`config.mk`:
```
export PLATFORM = sky130hd
export DESIGN_NAME = mem_burst_ctrl
export DESIGN_NICKNAME = d
export VERILOG_FILES = /design/src/rtl/mem_burst_ctrl.sv
export SDC_FILE = /design/constraint.sdc
export NUM_CORES = 1
export LEC_CHECK = 0
export ABC_AREA = 1
export CAP_MARGIN = 5
export CELL_PAD_IN_SITES_DETAIL_PLACEMENT = 1
export CELL_PAD_IN_SITES_GLOBAL_PLACEMENT = 1
export CORE_MARGIN = 2
export CORE_UTILIZATION = 37
export DETAILED_ROUTE_END_ITERATION = 6
export GPL_TIMING_DRIVEN = 0
export PLACE_DENSITY = 0.89
export SYNTH_ARGS = -nofsm -noshare
export SYNTH_HDL_FRONTEND = slang
export SYNTH_SLANG_ARGS = --single-unit
```
`constraint.sdc`:
```
create_clock -name clk -period 2.4 [get_ports clk]
set_clock_uncertainty 0.05 [all_clocks]
set_input_delay 0.24 -clock clk [delete_from_list [all_inputs] [get_ports clk]]
set_output_delay 0.24 -clock clk [all_outputs]
set_load 0.02 [all_outputs]
```
`src/rtl/mem_burst_ctrl.sv`:
```
// Burst sequencer for a single-port memory: pattern writes, read-and-compare, or both.
// Optional first-mismatch capture ports are enabled by defining MEM_BURST_ERR_CAPTURE_EN.
module mem_burst_ctrl #(
    parameter int WIDTH      = 8,
    parameter int DEPTH      = 16,
    parameter int ADDR_WIDTH = $clog2(DEPTH)
) (
    input  logic                  clk,
    input  logic                  rst,
    input  logic                  cmd_valid,
    output logic                  cmd_ready,
    input  logic [1:0]            cmd_op,
    input  logic [ADDR_WIDTH-1:0] cmd_addr,
    input  logic [ADDR_WIDTH:0]   cmd_len,
    input  logic [WIDTH-1:0]      cmd_seed,
    output logic [ADDR_WIDTH-1:0] m_addr,
    output logic                  m_wr_rd,
    output logic [WIDTH-1:0]      m_w_data,
    output logic                  m_valid,
    input  logic                  m_ready,
    input  logic [WIDTH-1:0]      m_r_data,
    output logic                  busy,
    output logic                  done,
    output logic [ADDR_WIDTH:0]   err_cnt,
`ifdef MEM_BURST_ERR_CAPTURE_EN
    output logic [ADDR_WIDTH-1:0] first_err_addr,
    output logic [WIDTH-1:0]      first_err_exp,
    output logic [WIDTH-1:0]      first_err_got,
    output logic                  first_err_vld,
`endif
    output logic                  pass
);

    localparam int LW = ADDR_WIDTH + 1;

    typedef enum logic [1:0] {
        IDLE = 2'd0,
        WR   = 2'd1,
        RD   = 2'd2,
        FIN  = 2'd3
    } state_t;

    state_t state, state_nxt;

    logic [1:0]            op_q;
    logic [ADDR_WIDTH-1:0] base_q;
    logic [ADDR_WIDTH-1:0] addr_q;
    logic [LW-1:0]         len_q;
    logic [LW-1:0]         k_q;
    logic [LW-1:0]         err_q;
    logic [WIDTH-1:0]      seed_q;
    logic [WIDTH-1:0]      pat_q;
    logic                  pass_q;

    logic                  accept;
    logic                  beat;
    logic                  last;
    logic                  mismatch;
    logic [LW-1:0]         err_nxt;
    logic [ADDR_WIDTH-1:0] addr_inc;

    assign accept   = (state == IDLE) && cmd_valid;
    assign beat     = m_valid && m_ready;
    assign last     = (k_q == len_q - LW'(1));
    assign mismatch = (state == RD) && beat && (m_r_data != pat_q);
    assign err_nxt  = (mismatch && (err_q != '1)) ? err_q + LW'(1) : err_q;
    // explicit wrap so DEPTH need not be a power of two
    assign addr_inc = (addr_q == ADDR_WIDTH'(DEPTH - 1)) ? '0
                                                          : addr_q + ADDR_WIDTH'(1);

    assign m_addr   = addr_q;
    assign m_w_data = pat_q;
    assign err_cnt  = err_q;
    assign pass     = pass_q;

    always_ff @(posedge clk or negedge rst) begin
        if (!rst) begin
            state <= IDLE;
        end else begin
            state <= state_nxt;
        end
    end

    always_comb begin
        state_nxt = state;
        cmd_ready = 1'b0;
        m_valid   = 1'b0;
        m_wr_rd   = 1'b0;
        busy      = 1'b1;
        done      = 1'b0;
        unique case (state)
            IDLE: begin
                cmd_ready = 1'b1;
                busy      = 1'b0;
                if (cmd_valid) begin
                    if (cmd_len == '0 || cmd_op == 2'b11) begin
                        state_nxt = FIN;
                    end else if (cmd_op == 2'b01) begin
                        state_nxt = RD;
                    end else begin
                        state_nxt = WR;
                    end
                end
            end
            WR: begin
                m_valid = 1'b1;
                m_wr_rd = 1'b1;
                if (m_ready && last) begin
                    state_nxt = (op_q == 2'b10) ? RD : FIN;
                end
            end
            RD: begin
                m_valid = 1'b1;
                if (m_ready && last) begin
                    state_nxt = FIN;
                end
            end
            FIN: begin
                done      = 1'b1;
                state_nxt = IDLE;
            end
            default: state_nxt = IDLE;
        endcase
    end

    always_ff @(posedge clk or negedge rst) begin
        if (!rst) begin
            op_q   <= '0;
            base_q <= '0;
            addr_q <= '0;
            len_q  <= '0;
            k_q    <= '0;
            err_q  <= '0;
            seed_q <= '0;
            pat_q  <= '0;
            pass_q <= 1'b0;
        end else if (accept) begin
            op_q   <= cmd_op;
            base_q <= cmd_addr;
            addr_q <= cmd_addr;
            len_q  <= cmd_len;
            k_q    <= '0;
            err_q  <= '0;
            seed_q <= cmd_seed;
            pat_q  <= cmd_seed;
            // a zero-length burst finishes straight away, so pass is known now
            pass_q <= (cmd_op != 2'b11) && (cmd_len == '0);
        end else if (beat) begin
            err_q <= err_nxt;
            if (!last) begin
                k_q    <= k_q + LW'(1);
                addr_q <= addr_inc;
                pat_q  <= pat_q + WIDTH'(1);
            end else if (state == WR && op_q == 2'b10) begin
                k_q    <= '0;
                addr_q <= base_q;
                pat_q  <= seed_q;
            end else begin
                pass_q <= (err_nxt == '0);
            end
        end
    end

`ifdef MEM_BURST_ERR_CAPTURE_EN
    always_ff @(posedge clk or negedge rst) begin
        if (!rst) begin
            first_err_addr <= '0;
            first_err_exp  <= '0;
            first_err_got  <= '0;
            first_err_vld  <= 1'b0;
        end else if (accept) begin
            first_err_addr <= '0;
            first_err_exp  <= '0;
            first_err_got  <= '0;
            first_err_vld  <= 1'b0;
        end else if (mismatch && !first_err_vld) begin
            first_err_addr <= addr_q;
            first_err_exp  <= pat_q;
            first_err_got  <= m_r_data;
            first_err_vld  <= 1'b1;
        end
    end
`endif

endmodule

```
==> impl_results.md <==
* CP max FO at 10
* Vias in the first global route at 2646
* Initial antenna violation count at 0
* Outcome: completed
* Gate Count Post-Synth at 340
* Clock latency on the worst-skew pair at 0.30 ns
* DIE AREA at between 7000 and 8000 um2
* First-pass GRT wire length at 11940 um
* Core footprint at 6794 um2
* Fill count at 859
* R2R setup slack at around 0.24 ns
* Clk sinks at 44
* GRT Total Usage at between 10% and 20%
* RSZ-0062 raised after global routing: no
* Pwr Density at 1309 nW/um2
* CTS Buf Count at 5
* Synth warnings at 0
* Gr ovfl total at 0
* Post-layout worst setup margin at ~0.24 ns
* Net count reported at finish at 442
* CTS tree: built
* Longest Clk Path Bufs at 2
* Final ANT Viol Nets at 0
* Nature of the critical path endpoint: flop
* Wirelength per Cell at ~14 um
* Post-CTS setup buffer count at 0
* Fin. Hold Viols at 0
* Max-Slew Margin vs Limit at about two thirds
* Syn_nets at 381
* Synthesized flop and latch total at 44
* WP data arrival at roughly 2.3 ns
* Register area share after synthesis at 42.55%
* Max-capacitance violation count at 0
* Slew @ Worst Pin at 0.5023 ns
* Total wire length at ~7100 um
* Starting Density at 38.08%
* Worst Path Class, Setup: reg2reg
* FF-to-FF Start: state[0]$_DFFE_PN0P_
* Proportion of layout cells with a drive suffix above 1 at 5.970%
* Crit path largest cell delay at 0.45 ns
* Util after Layout at between 40% and 50%
* Post-Syn Area at 2587 um2
* Tcrit/Tclk final at between 90% and 100%
* Levels on crit path at 8
* Minimum clock period at about 2.2 ns
* Critical path's slowest cell: clkbuf_1
* I/O pin total at 54
* Required @ worst endpoint at 2.58 ns
* DR pass1 iterations at 4
* Pin count of the biggest net entering global routing at 35
* CP startpoint: state[0]$_DFFE_PN0P_
* Reg2reg path depth at 8
* Final Slew Violations at 0
* Power Total at 4417 uW
* Unique masters post-synth at 28
* Die Ht at 87.63 um
* CP delay by family, top: buffers and inverters
* P&R area growth vs syn at 30.37%
* Critical Path Start Type: flop
* Worst VDD drop at 0.0004582 V
* H-tree depth at 2
* DRT iter0 DRCs at 62
* Worst hold path class: in2async
* I/O Buffers at 53
* Routability cong. at 0.7475
* Dpl hpwl at between 5000 and 6000 um
* Horiz. Die Dim at 87.63 um
* Reg clk slew, reported paths at 0.09 ns
* # diodes at 0
* Worst Setup EP: m_w_data[4]$_DFFE_PN0P_
* Setup-failing EPs final at 0
* Num rows at 30
* Root Buffer: clkbuf_8
* Synth Area per Inst at 7.610 um2
* Routed vias/inst at about 4.9
* CP Cell Sequence: inv_1 > ha_1 > nand2_1 > clkbuf_1 > nand2_1 > o21ai_0 > o21ai_1 > o21ai_1
* Pre-CTS setup slack at 0.1323 ns
* R2r endpoint: m_w_data[4]$_DFFE_PN0P_
* Remaining DRCs at 0
* Highest clock rate at 462.8 MHz
* Bufs and invs on worst path at 2
* Vias at 2457
* Leakage power at 0.001592 uW
report_power, final:
group          switching, uW  internal (uW)
Clock                    261            309
Sequential               285           1060
Combinational           1480           1020
layout by cell type, fill, tap and decap left out, types with 2 or more instances in the layout:
cell type and n:
clkbuf_8 5, clkdlybuf4s50_1 52, nor2_1 24, inv_1 36
ha_1 10, nand4_1 4, buf_2 3, xnor2_1 13
nand2_1 105, nor2_2 2, nand3b_1 2, clkbuf_1 3
nor3_1 3, nand3_1 19, dfrtp_1 44, nand2_2 3
buf_6 2, o21ai_1 22, o211ai_2 2, o21ai_0 23
a21oi_1 2, xor2_1 9
synth_stat cells, drive strengths merged:
cell / n / share of area (%)
a211oi: 1 / 0.29
a21oi: 2 / 0.39
a31oi: 1 / 0.24
a32o: 1 / 0.39
and2: 1 / 0.24
buf: 5 / 1.5
clkbuf: 4 / 0.58
dfrtp: 44 / 43
ha: 10 / 4.8
inv: 37 / 5.4
nand2: 108 / 16
nand3: 19 / 3.7
nand3b: 2 / 0.58
nand4: 4 / 0.97
nor2: 26 / 4.0
nor3: 4 / 0.77
o211ai: 2 / 0.97
o21ai: 45 / 8.7
o22ai: 1 / 0.24
o31ai: 1 / 0.29
xnor2: 13 / 4.4
xor2: 9 / 3.0
metrics by stage:
stage / hold WS (ns) / cells / cell area [um2] / setup TNS, ns
after floorplan: -0.1056 / 340 / 2587 / 0
after global placement: 0.4026 / 489 / 3238 / -7.649
after detailed placement: 0.08332 / 490 / 3253 / 0
after CTS: 0.3005 / 499 / 3371 / 0
after global routing: 0.3362 / 498 / 3373 / 0
final: 0.3027 / 498 / 3373 / 0
kinds of logic (layout without fill, tap and decap cells):
logic type	after synthesis	count (layout)	share of synthesized area (%)
AOI/OAI and AO/OA	54	54	11.51
xor gates and xnor gates	22	22	7.447
adders and majority gates	10	10	4.836
buffers and inverters	46	108	7.495
DFF	44	44	42.55
and+or+nand+nor	164	164	26.16
how the worst min path moves through the flow:
| stage | depth (start not counted) | slack, ns | startpoint | end |
|---|---|---|---|---|
| 2_1_floorplan | 0 | -0.11 | rst | base_q[0]$_DFFE_PN0P_ |
| 3_3_place_gp | 2 | 0.40 | seed_q[2]$_DFFE_PN0P_ | seed_q[2]$_DFFE_PN0P_ |
| 3_5_place_dp | 1 | 0.08 | rst | m_w_data[5]$_DFFE_PN0P_ |
| 4_1_cts | 2 | 0.30 | rst | m_w_data[5]$_DFFE_PN0P_ |
| 5_1_grt | 2 | 0.34 | rst | err_cnt[3]$_DFFE_PN0P_ |
| 6_report | 2 | 0.30 | rst | m_w_data[5]$_DFFE_PN0P_ |
sequential cells by signal, summed over array words and instances, names as in the netlist:
signal / flops
base_q: 4
err_cnt: 5
k_q: 5
len_q: 5
m_addr: 4
m_w_data: 8
op_q: 2
pass: 1
seed_q: 8
state: 2
layer usage:
layer | track usage [%] | up-vias | routed length (um)
met5 | 0 | - | 0
met4 | 5.874 | 0 | 119
met3 | 3.393 | 12 | 216
met2 | 36.57 | 44 | 3607
met1 | 23.57 | 1197 | 3130
li1 | - | 1204 | -
timing repair:
item | CTS | global route
endpoints found under the hold margin | 10 | 0
resized for setup | 0 | 3
endpoints found under the setup margin | 0 | 8
hold buffers | 1 | 0
layout make-up:
cell class / count / area (um2) / area share (%)
multi-input cells: 250 / 1297 / 38.46
inverters: 37 / 138.9 / 4.117
well taps: 96 / 120.1 / 3.561
clock inverters: 2 / 35.03 / 1.039
flip-flops and latches: 44 / 1101 / 32.64
repair buffers: 55 / 555.5 / 16.47
clock buffers: 6 / 72.57 / 2.151
plain buffers: 8 / 52.55 / 1.558
No activity file was read; power rests on OpenSTA's default activity.
